### config.mk
export PLATFORM = sky130hd
export DESIGN_NAME = systolic_array_c_writer_flat
export DESIGN_NICKNAME = d
export VERILOG_FILES = /design/src/rtl/systolic_array_c_writer_pkg.sv /design/src/rtl/systolic_array_c_writer_if.sv /design/src/rtl/systolic_array_c_writer_serializer.sv /design/src/rtl/systolic_array_c_writer.sv /design/src/flat_wrapper.sv
export SDC_FILE = /design/constraint.sdc
export NUM_CORES = 2
export LEC_CHECK = 0
export ABC_AREA = 1
export BUFFER_PORTS_ARGS = -buffer_cell sky130_fd_sc_hd__buf_2
export CORE_AREA = 2 2 537 539
export DETAILED_ROUTE_END_ITERATION = 16
export DIE_AREA = 0 0 539 541
export PLACE_DENSITY_LB_ADDON = 0.08
export SYNTH_ARGS = -nofsm -noshare
export SYNTH_HDL_FRONTEND = slang
export SYNTH_SLANG_ARGS = --single-unit
### constraint.sdc
create_clock -name clk -period 5.1 [get_ports clk]
set_clock_uncertainty 0.1 [all_clocks]
set_input_delay 0.255 -clock clk [delete_from_list [all_inputs] [get_ports clk]]
set_output_delay 0.255 -clock clk [all_outputs]
set_load 0.01 [all_outputs]
### src/rtl/systolic_array_c_writer_pkg.sv
// Shared types and sizing helpers for the C write-back path of the systolic matrix multiplier.
package systolic_array_c_writer_pkg;

    typedef enum logic [1:0] {
        IDLE = 2'd0,
        LOAD = 2'd1,
        SEND = 2'd2,
        DONE = 2'd3
    } cw_state_e;

    localparam int unsigned CW_ADDRESS_WIDTH = 16;
    localparam int unsigned CW_DIM_WIDTH     = 16;

    // Elements that fit in one bus word.
    function automatic int unsigned cw_epw(input int unsigned cb, input int unsigned bus_bytes);
        return bus_bytes / cb;
    endfunction

    // Bus words needed to carry valid_elems elements.
    function automatic int unsigned cw_words_per_vec(input int unsigned valid_elems, input int unsigned epw);
        return (valid_elems + epw - 32'd1) / epw;
    endfunction

endpackage

### src/rtl/systolic_array_c_writer_if.sv
// Result-vector input and write-request output channels of the C writer.
interface systolic_array_c_writer_if #(
    parameter int unsigned ARRAY_HEIGHT    = 32,
    parameter int unsigned C_WIDTH_BYTES   = 4,
    parameter int unsigned BUS_WIDTH_BYTES = 32,
    parameter int unsigned ADDRESS_WIDTH   = 16
);
    logic                                   res_valid_i;
    logic                                   res_ready_o;
    logic [ARRAY_HEIGHT*C_WIDTH_BYTES*8-1:0] res_data_i;
    logic                                   wr_valid_o;
    logic                                   wr_ready_i;
    logic [ADDRESS_WIDTH-1:0]               wr_addr_o;
    logic [BUS_WIDTH_BYTES*8-1:0]           wr_data_o;
    logic [BUS_WIDTH_BYTES-1:0]             wr_strb_o;

    modport master (
        input  res_valid_i, res_data_i, wr_ready_i,
        output res_ready_o, wr_valid_o, wr_addr_o, wr_data_o, wr_strb_o
    );

    modport slave (
        output res_valid_i, res_data_i, wr_ready_i,
        input  res_ready_o, wr_valid_o, wr_addr_o, wr_data_o, wr_strb_o
    );
endinterface

### src/rtl/systolic_array_c_writer_serializer.sv
// Holds one result vector and presents it as a sequence of bus words with element-granular strobes.
module systolic_array_c_writer_serializer
    import systolic_array_c_writer_pkg::*;
#(
    parameter int unsigned ARRAY_HEIGHT    = 32,
    parameter int unsigned C_WIDTH_BYTES   = 4,
    parameter int unsigned BUS_WIDTH_BYTES = 32,
    localparam int unsigned EW             = $clog2(ARRAY_HEIGHT + 1)
) (
    input  logic                                    clk,
    input  logic                                    reset_n,
    input  logic                                    load_i,
    input  logic                                    advance_i,
    input  logic [ARRAY_HEIGHT*C_WIDTH_BYTES*8-1:0] vec_i,
    input  logic [EW-1:0]                           valid_elems_i,
    output logic [BUS_WIDTH_BYTES*8-1:0]            word_o,
    output logic [BUS_WIDTH_BYTES-1:0]              strb_o,
    output logic                                    last_o
);
    localparam int unsigned EPW = cw_epw(C_WIDTH_BYTES, BUS_WIDTH_BYTES);
    localparam int unsigned WPV = ARRAY_HEIGHT / EPW;
    localparam int unsigned WCW = (WPV > 1) ? $clog2(WPV) : 1;
    localparam int unsigned WW  = BUS_WIDTH_BYTES * 8;

    logic [WPV-1:0][WW-1:0]        vec_q, vec_d;
    logic [WCW-1:0]                word_cnt_q, word_cnt_d;
    logic [WCW-1:0]                nlast_q, nlast_d;
    logic [EW-1:0]                 nvalid_q, nvalid_d;
    logic [WW-1:0]                 word_q, word_d;
    logic [BUS_WIDTH_BYTES-1:0]    strb_q, strb_d;

    function automatic logic [BUS_WIDTH_BYTES-1:0] word_strobe(input logic [EW-1:0] nvalid,
                                                              input logic [WCW-1:0] widx);
        logic [BUS_WIDTH_BYTES-1:0] s;
        s = '0;
        for (int unsigned k = 0; k < EPW; k++) begin
            if ((32'(widx) * EPW + k) < 32'(nvalid)) begin
                s[k*C_WIDTH_BYTES +: C_WIDTH_BYTES] = '1;
            end else begin
                s[k*C_WIDTH_BYTES +: C_WIDTH_BYTES] = '0;
            end
        end
        return s;
    endfunction

    // Capture a new vector or step to the next word slice.
    always_comb begin
        vec_d      = vec_q;
        word_cnt_d = word_cnt_q;
        nlast_d    = nlast_q;
        nvalid_d   = nvalid_q;
        word_d     = word_q;
        strb_d     = strb_q;
        if (load_i) begin
            vec_d      = vec_i;
            word_cnt_d = '0;
            nvalid_d   = valid_elems_i;
            nlast_d    = WCW'(cw_words_per_vec(32'(valid_elems_i), EPW) - 32'd1);
            word_d     = vec_i[WW-1:0];
            strb_d     = word_strobe(valid_elems_i, '0);
        end else if (advance_i) begin
            word_cnt_d = word_cnt_q + WCW'(1);
            word_d     = vec_q[word_cnt_d];
            strb_d     = word_strobe(nvalid_q, word_cnt_d);
        end else begin
            word_d     = word_q;
        end
    end

    // Holding register and presented word.
    always_ff @(posedge clk or negedge reset_n) begin
        if (!reset_n) begin
            vec_q      <= '0;
            word_cnt_q <= '0;
            nlast_q    <= '0;
            nvalid_q   <= '0;
            word_q     <= '0;
            strb_q     <= '0;
        end else begin
            vec_q      <= vec_d;
            word_cnt_q <= word_cnt_d;
            nlast_q    <= nlast_d;
            nvalid_q   <= nvalid_d;
            word_q     <= word_d;
            strb_q     <= strb_d;
        end
    end

    assign word_o = word_q;
    assign strb_o = strb_q;
    assign last_o = (word_cnt_q == nlast_q);

endmodule

### src/rtl/systolic_array_c_writer.sv
// C write-back: accepts result vectors from the array and issues one strobed write per bus word.
module systolic_array_c_writer
    import systolic_array_c_writer_pkg::*;
#(
    parameter int unsigned ARRAY_HEIGHT    = 32,
    parameter int unsigned C_WIDTH_BYTES   = 4,
    parameter int unsigned BUS_WIDTH_BYTES = 32,
    parameter int unsigned ADDRESS_WIDTH   = CW_ADDRESS_WIDTH
) (
    input  logic                      clk,
    input  logic                      reset_n,
    input  logic                      start_i,
    input  logic [CW_DIM_WIDTH-1:0]   m,
    input  logic [CW_DIM_WIDTH-1:0]   p,
    input  logic [ADDRESS_WIDTH-1:0]  base_addr_c,
    systolic_array_c_writer_if.master bus,
    output logic                      busy_o,
    output logic                      done_o
);
    localparam int unsigned SEG_BYTES = ARRAY_HEIGHT * C_WIDTH_BYTES;
    localparam int unsigned EW        = $clog2(ARRAY_HEIGHT + 1);
    localparam int unsigned DW        = CW_DIM_WIDTH;

    cw_state_e                state_q, state_d;
    logic [DW-1:0]            m_q, m_d, p_q, p_d, segs_q, segs_d;
    logic [DW-1:0]            row_q, row_d, seg_q, seg_d;
    logic [ADDRESS_WIDTH-1:0] base_q, base_d, addr_q, addr_d;
    logic                     res_ready_q, res_ready_d, wr_valid_q, wr_valid_d;
    logic                     busy_q, busy_d, done_q, done_d;

    logic                     res_hs_s, wr_hs_s, word_last_s, last_vec_s;
    logic [31:0]              seg_rem_s, pitch_s;
    logic [EW-1:0]            valid_elems_s;
    logic [BUS_WIDTH_BYTES*8-1:0] word_s;
    logic [BUS_WIDTH_BYTES-1:0]   strb_s;

    assign res_hs_s   = res_ready_q && bus.res_valid_i;
    assign wr_hs_s    = wr_valid_q && bus.wr_ready_i;
    assign last_vec_s = (row_q == m_q - DW'(1)) && (seg_q == segs_q - DW'(1));
    // Every row occupies a whole number of segments so each segment starts bus-aligned.
    assign pitch_s    = 32'(segs_q) * SEG_BYTES;
    assign seg_rem_s  = 32'(p_q) - 32'(seg_q) * ARRAY_HEIGHT;
    assign valid_elems_s = (seg_rem_s > ARRAY_HEIGHT) ? EW'(ARRAY_HEIGHT) : EW'(seg_rem_s);

    // State register.
    always_ff @(posedge clk or negedge reset_n) begin
        if (!reset_n) begin
            state_q <= IDLE;
        end else begin
            state_q <= state_d;
        end
    end

    // Next-state logic.
    always_comb begin
        state_d = state_q;
        case (state_q)
            IDLE: begin
                if (start_i) begin
                    state_d = ((m == '0) || (p == '0)) ? DONE : LOAD;
                end else begin
                    state_d = IDLE;
                end
            end
            LOAD: begin
                if (res_hs_s) begin
                    state_d = SEND;
                end else begin
                    state_d = LOAD;
                end
            end
            SEND: begin
                if (wr_hs_s && word_last_s) begin
                    state_d = last_vec_s ? DONE : LOAD;
                end else begin
                    state_d = SEND;
                end
            end
            DONE:    state_d = IDLE;
            default: state_d = IDLE;
        endcase
    end

    // Output decode, registered so the ports come straight from flops.
    always_comb begin
        res_ready_d = (state_d == LOAD);
        wr_valid_d  = (state_d == SEND);
        busy_d      = (state_d != IDLE);
        done_d      = (state_q == DONE);
    end

    // Job parameters, row/segment counters and word address.
    always_comb begin
        m_d    = m_q;
        p_d    = p_q;
        base_d = base_q;
        segs_d = segs_q;
        row_d  = row_q;
        seg_d  = seg_q;
        addr_d = addr_q;
        if ((state_q == IDLE) && start_i) begin
            m_d    = m;
            p_d    = p;
            base_d = base_addr_c;
            segs_d = DW'((32'(p) + ARRAY_HEIGHT - 32'd1) / ARRAY_HEIGHT);
            row_d  = '0;
            seg_d  = '0;
        end else if (res_hs_s) begin
            addr_d = ADDRESS_WIDTH'(32'(base_q) + 32'(row_q) * pitch_s + 32'(seg_q) * SEG_BYTES);
        end else if (wr_hs_s) begin
            if (!word_last_s) begin
                addr_d = addr_q + ADDRESS_WIDTH'(BUS_WIDTH_BYTES);
            end else if (seg_q == segs_q - DW'(1)) begin
                seg_d = '0;
                row_d = row_q + DW'(1);
            end else begin
                seg_d = seg_q + DW'(1);
            end
        end else begin
            addr_d = addr_q;
        end
    end

    // Datapath and output registers.
    always_ff @(posedge clk or negedge reset_n) begin
        if (!reset_n) begin
            m_q         <= '0;
            p_q         <= '0;
            base_q      <= '0;
            segs_q      <= '0;
            row_q       <= '0;
            seg_q       <= '0;
            addr_q      <= '0;
            res_ready_q <= 1'b0;
            wr_valid_q  <= 1'b0;
            busy_q      <= 1'b0;
            done_q      <= 1'b0;
        end else begin
            m_q         <= m_d;
            p_q         <= p_d;
            base_q      <= base_d;
            segs_q      <= segs_d;
            row_q       <= row_d;
            seg_q       <= seg_d;
            addr_q      <= addr_d;
            res_ready_q <= res_ready_d;
            wr_valid_q  <= wr_valid_d;
            busy_q      <= busy_d;
            done_q      <= done_d;
        end
    end

    systolic_array_c_writer_serializer #(
        .ARRAY_HEIGHT    (ARRAY_HEIGHT),
        .C_WIDTH_BYTES   (C_WIDTH_BYTES),
        .BUS_WIDTH_BYTES (BUS_WIDTH_BYTES)
    ) u_serializer (
        .clk           (clk),
        .reset_n       (reset_n),
        .load_i        (res_hs_s),
        .advance_i     (wr_hs_s && !word_last_s),
        .vec_i         (bus.res_data_i),
        .valid_elems_i (valid_elems_s),
        .word_o        (word_s),
        .strb_o        (strb_s),
        .last_o        (word_last_s)
    );

    assign bus.res_ready_o = res_ready_q;
    assign bus.wr_valid_o  = wr_valid_q;
    assign bus.wr_addr_o   = addr_q;
    assign bus.wr_data_o   = word_s;
    assign bus.wr_strb_o   = strb_s;
    assign busy_o          = busy_q;
    assign done_o          = done_q;

endmodule
### src/flat_wrapper.sv
// flat-port wrapper written by rule: the top's interface ports become plain ports
module systolic_array_c_writer_flat import systolic_array_c_writer_pkg::*;
#(
    parameter int unsigned ARRAY_HEIGHT    = 32,
    parameter int unsigned C_WIDTH_BYTES   = 4,
    parameter int unsigned BUS_WIDTH_BYTES = 32,
    parameter int unsigned ADDRESS_WIDTH   = CW_ADDRESS_WIDTH
)
  (clk, reset_n, start_i, m, p, base_addr_c, busy_o, done_o, bus_res_valid_i, bus_res_data_i, bus_wr_ready_i, bus_res_ready_o, bus_wr_valid_o, bus_wr_addr_o, bus_wr_data_o, bus_wr_strb_o);
  systolic_array_c_writer_if #(.ARRAY_HEIGHT(ARRAY_HEIGHT), .C_WIDTH_BYTES(C_WIDTH_BYTES), .BUS_WIDTH_BYTES(BUS_WIDTH_BYTES), .ADDRESS_WIDTH(ADDRESS_WIDTH)) bus_i ();
  input  logic clk;
  input  logic reset_n;
  input  logic start_i;
  input  logic [CW_DIM_WIDTH-1:0] m;
  input  logic [CW_DIM_WIDTH-1:0] p;
  input  logic [ADDRESS_WIDTH-1:0] base_addr_c;
  output logic busy_o;
  output logic done_o;
  input wire logic [$bits(bus_i.res_valid_i)-1:0] bus_res_valid_i;
  input wire logic [$bits(bus_i.res_data_i)-1:0] bus_res_data_i;
  input wire logic [$bits(bus_i.wr_ready_i)-1:0] bus_wr_ready_i;
  output wire logic [$bits(bus_i.res_ready_o)-1:0] bus_res_ready_o;
  output wire logic [$bits(bus_i.wr_valid_o)-1:0] bus_wr_valid_o;
  output wire logic [$bits(bus_i.wr_addr_o)-1:0] bus_wr_addr_o;
  output wire logic [$bits(bus_i.wr_data_o)-1:0] bus_wr_data_o;
  output wire logic [$bits(bus_i.wr_strb_o)-1:0] bus_wr_strb_o;
  assign bus_i.res_valid_i = bus_res_valid_i;
  assign bus_i.res_data_i = bus_res_data_i;
  assign bus_i.wr_ready_i = bus_wr_ready_i;
  assign bus_res_ready_o = bus_i.res_ready_o;
  assign bus_wr_valid_o = bus_i.wr_valid_o;
  assign bus_wr_addr_o = bus_i.wr_addr_o;
  assign bus_wr_data_o = bus_i.wr_data_o;
  assign bus_wr_strb_o = bus_i.wr_strb_o;
  systolic_array_c_writer #(.ARRAY_HEIGHT(ARRAY_HEIGHT), .C_WIDTH_BYTES(C_WIDTH_BYTES), .BUS_WIDTH_BYTES(BUS_WIDTH_BYTES), .ADDRESS_WIDTH(ADDRESS_WIDTH)) u_core (.clk(clk), .reset_n(reset_n), .start_i(start_i), .m(m), .p(p), .base_addr_c(base_addr_c), .bus(bus_i), .busy_o(busy_o), .done_o(done_o));
endmodule
==> impl.org <==
** Worst hold path
- The worst hold path was traced through 4 stages.
- Hold/Removal Path Class :: input port to flip-flop
- Worst min-delay path endpoint :: u_core.p_q[12]
- Hold Startpoint :: start_i

** Final layout
- In the final layout, the share of cells above drive strength 1 is 0.167.
- Growth of design area from synthesis to finish :: 47.6%
- For this run, the post-layout net count is ~12000.
- # fillers :: between 30000 and 40000
- Area taken by multi-input logic gates :: 25900 um^2
- Number of standard cells in the layout, taps in and fillers out :: around 15000
- Summing all flip-flop and latch instances after layout gives 35400 um^2.
- Utilization after layout :: 0.338
- Once layout is done, the placed cells without fillers occupy between 90000 and 100000 um^2.

** Logic synthesis
- Post-Syn Area per Cell :: between 8 and 9 um^2
- Number of flip-flops and latches in the synthesized netlist :: between 1000 and 1500
- Counting flops with a built-in enable in the synthesized netlist gives 0.
- Number of cells produced by synthesis :: 8098
- For this run, the number of Yosys warnings is 0.
- Counting distinct cell types in the post-synthesis netlist gives roughly 50.
- Most used DFF post-synth :: dfrtp_1
- In the synthesized netlist the async set-or-reset flop fraction comes to 1.00.
- Counting every net in the synthesized netlist gives 9247.
- Cell area after synthesis :: approximately 66000 um^2
- Share of synthesized area occupied by flip-flops and latches :: 0.540

** Floorplanning
- Core Region :: between 200000 and 300000 um^2
- The die covers between 200000 and 300000 um^2.
- The floorplan has between 150 and 200 rows.
- Initial cell density of the core :: 0.229
- Chip Width :: between 500 and 600 um
- Die extent in y :: approximately 540 um
- Num ports :: ~1400

** Timing
- Of the available clock period, the critical path in the final layout requires 0.940.
- The count of pins over their slew limit is 0.
- Setup_tns :: 0 ns
- Smallest setup slack after layout :: between 0.3 and 0.4 ns
- Worst slew pin tran :: around 1 ns
- Peak Freq :: between 0.2 and 0.25 GHz
- Setup repair after global routing left no endpoint under its margin.
- Max transition margin :: 0.315
- Hold violation count in the final report :: 0
- Setup violations remaining at the end of the flow were counted as 0.
- Final min period :: 4.80 ns

** Outcome
- The run finished with clean final reports.

** Route
- Drt total wl :: 324000 um
- Using the TritonRoute via totals, the vias-per-cell ratio works out to 4.42.
- In the routed design, unresolved DRC markers number 0.
- The count of nets left with antenna violations once routing finished came out at 0.
- Vias after detailed routing :: approximately 65000
- Initial DRT Pass Iterations :: 5
- The first routing iteration left around 4000 violations.
- Mean routed wirelength per cell :: between 20 and 25 um

** Placed design
- Before CTS, the worst setup slack after placement is roughly 0.13 ns.
- Counting tap cells, the placed design contains a total of 12861 instances.
- The wire-length estimate of the detail-placed layout is 227000 um.
- In this run the cell area measured after placement is between 70000 and 80000 um^2.
- The congestion estimate from routability-driven global placement came to 0.850.
- Number of buffers added on ports :: 1384

** GRT
- GRT Overall Usage :: 0.216
- Antenna violations before repair :: 135
- First-pass GRT wire length :: between 400000 and 500000 um
- The via count of the first global-routing pass came to 66922.
- Entering global routing, the biggest net connects 154 pins.
- The total overflow left after global routing is 0.

** Setup path
- CP required :: ~5.8 ns
- The worst setup path is launched from a flip-flop.
- Arrival time reported for the critical path endpoint :: around 5.5 ns
- By startpoint and endpoint, the worst setup path is classified as flip-flop to flip-flop.
- Measured in cells, the most critical reg-to-reg path has a length of 22.
- The worst register-to-register path ends at u_core.bus.wr_addr_o[15].
- Critical Path Sink Type :: flip-flop
- The worst register-to-register path begins at u_core.row_q[4].
- The setup check on the worst reg-to-reg path leaves a slack of ~0.30 ns.
- Top fanout value on the critical path :: 5

** CTS
- H-tree levels :: 4
- The clock net in this run drives a total of ~1400 sinks.
- Clock buffer depth :: 4
- In this run, CTS created clock tree buffers numbering between 150 and 200.
- For the worst-skew pair, the clock arrives at the later sink with an insertion delay of 0.86 ns.
- The cell sitting at the root of the clock tree is a clkbuf_16.
- TritonCTS built the clock tree.
- After clock tree synthesis, the clock-pin slew on the worst setup and hold paths is 0.06 ns.

** Pwr
- Worst supply voltage drop on vdd :: about 0.47 mV
- Static leakage :: around 48 nW
- Dividing total power by cell area gives a power density of approximately 570 nW/um^2.

** Job
- Max-cap violations in this run came to 0.
-- per-layer routing --
metal  global-route usage  routed length, um  part of all wire  vias up
li1                     -                  -                 -    31021
met1                0.275             141000              0.43    31458
met2                0.360             152000              0.47     1859
met3               0.0476              18700             0.058      484
met4               0.0753              12200             0.038       68
met5                    0                432            0.0013        -
-- through the flow --
stage                     total power, W  hold slack, ns
after global routing              0.0603          0.0307
after floorplan                   0.0326          -0.141
after global placement            0.0416           0.223
after CTS                         0.0564       0.0000407
after detailed placement          0.0417           0.228
final                             0.0557          0.0495
-- cell usage in the layout, fill, tap and decap left out, types with 69 or more instances in the layout --
master | Yosys | routed
buf_4 | 25 | 69
nor3_1 | 71 | 71
o221ai_1 | 110 | 110
o21ai_0 | 797 | 795
diode_2 | 0 | 93
nor2_1 | 294 | 293
xor2_1 | 78 | 78
dfrtp_1 | 1416 | 1411
dlygate4sd3_1 | 0 | 1403
buf_2 | 86 | 1383
nand2_1 | 3524 | 3522
mux2i_1 | 91 | 91
clkbuf_16 | 0 | 192
a31oi_1 | 206 | 206
a21oi_1 | 78 | 75
inv_1 | 593 | 591
-- registers in the layout, indices dropped and copies added (netlist names) --
signal and count:
u_core.u_serializer.nlast_q 2, u_core.u_serializer.word_o 256, u_core.u_serializer.strb_o 8, u_core.base_q 16, u_core.bus.wr_valid_o 1, u_core.m_q 16
u_core.bus.wr_addr_o 16, u_core.state_q 2, u_core.row_q 16, u_core.u_serializer.word_cnt_q 2, u_core.u_serializer.vec_q 1024, u_core.segs_q 16
u_core.u_serializer.nvalid_q 6, u_core.done_o 1, u_core.bus.res_ready_o 1, u_core.busy_o 1, u_core.seg_q 16, u_core.p_q 16
-- worst max-delay path: stages, from the launching register on --
cell	delay [ns]
dfrtp_2	0.41
nand2_1	0.09
fa_1	0.57
inv_1	0.05
ha_1	0.28
ha_1	0.29
inv_1	0.06
fa_1	0.46
inv_1	0.07
ha_2	0.18
inv_1	0.05
fa_2	0.34
xor2_1	0.18
fa_1	0.49
inv_1	0.04
ha_1	0.28
inv_1	0.05
or2_2	0.30
nand2_1	0.08
a21oi_2	0.07
nand3_2	0.08
nand3_2	0.08
a21oi_2	0.15
-- power by group --
part           internal [W]  switching (W)  total (W)
Sequential           0.0165        0.00284     0.0193
Combinational       0.00818         0.0148     0.0230
Clock               0.00780        0.00552     0.0133
-- worst max-delay path by stage --
stage / cells past startpoint / to / slack, ns / start
finish: 22 / u_core.bus.wr_addr_o[15] / 0.30 / u_core.row_q[4]
global route: 23 / u_core.bus.wr_addr_o[15] / 0.02 / u_core.segs_q[2]
CTS: 22 / u_core.bus.wr_addr_o[15] / 0.09 / u_core.segs_q[2]
detailed placement: 22 / u_core.bus.wr_addr_o[15] / 0.13 / u_core.segs_q[2]
global placement: 22 / u_core.bus.wr_addr_o[14] / 0.04 / u_core.segs_q[2]
floorplan: 20 / u_core.bus.wr_addr_o[15] / 0.24 / u_core.row_q[3]
-- synthesized netlist by cell type (51+ instances only) --
cell      count  area [um^2]
a21oi_1      78          390
a22oi_1      51          383
a31oi_1     206         1290
buf_2        86          430
clkbuf_1    368         1380
dfrtp_1    1416        35400
inv_1       593         2230
mux2i_1      91          911
nand2_1    3524        13200
nand3_1      69          345
nor2_1      294         1100
nor3_1       71          355
o21ai_0     797         3990
o221ai_1    110          963
xor2_1       78          683
-- logic make-up (layout without fill, tap and decap cells) --
group | Yosys count | count (layout) | synth area share
other | 0 | 93 | 0
flip-flops | 1416 | 1416 | 0.540
multiplexers | 91 | 91 | 0.0139
buffers and inverters | 1106 | 3821 | 0.0670
XOR/XNOR | 109 | 109 | 0.0146
adder cells (fa/ha/maj) | 72 | 72 | 0.0169
AND/OR/NAND/NOR | 4022 | 4022 | 0.236
AO/OA/AOI/OAI | 1282 | 1282 | 0.111
-- layout make-up --
| cell class | count | area share |
|---|---|---|
| Inverter | 599 | 0.0235 |
| Clock inverter | 34 | 0.00443 |
| Tap cell | 3781 | 0.0488 |
| Antenna cell | 93 | 0.00240 |
| Clock buffer | 293 | 0.0577 |
| Sequential cell | 1416 | 0.366 |
| Multi-Input combinational cell | 5576 | 0.267 |
| Timing Repair Buffer | 2895 | 0.230 |
-- timing repair --
item,in CTS,in global routing
setup buffers,0,2
hold endpoints to repair,1750,0
endpoints found under the setup margin,0,2
hold buffers,1404,0
gates resized for setup,0,14
No activity file was read; power rests on OpenSTA's default activity.
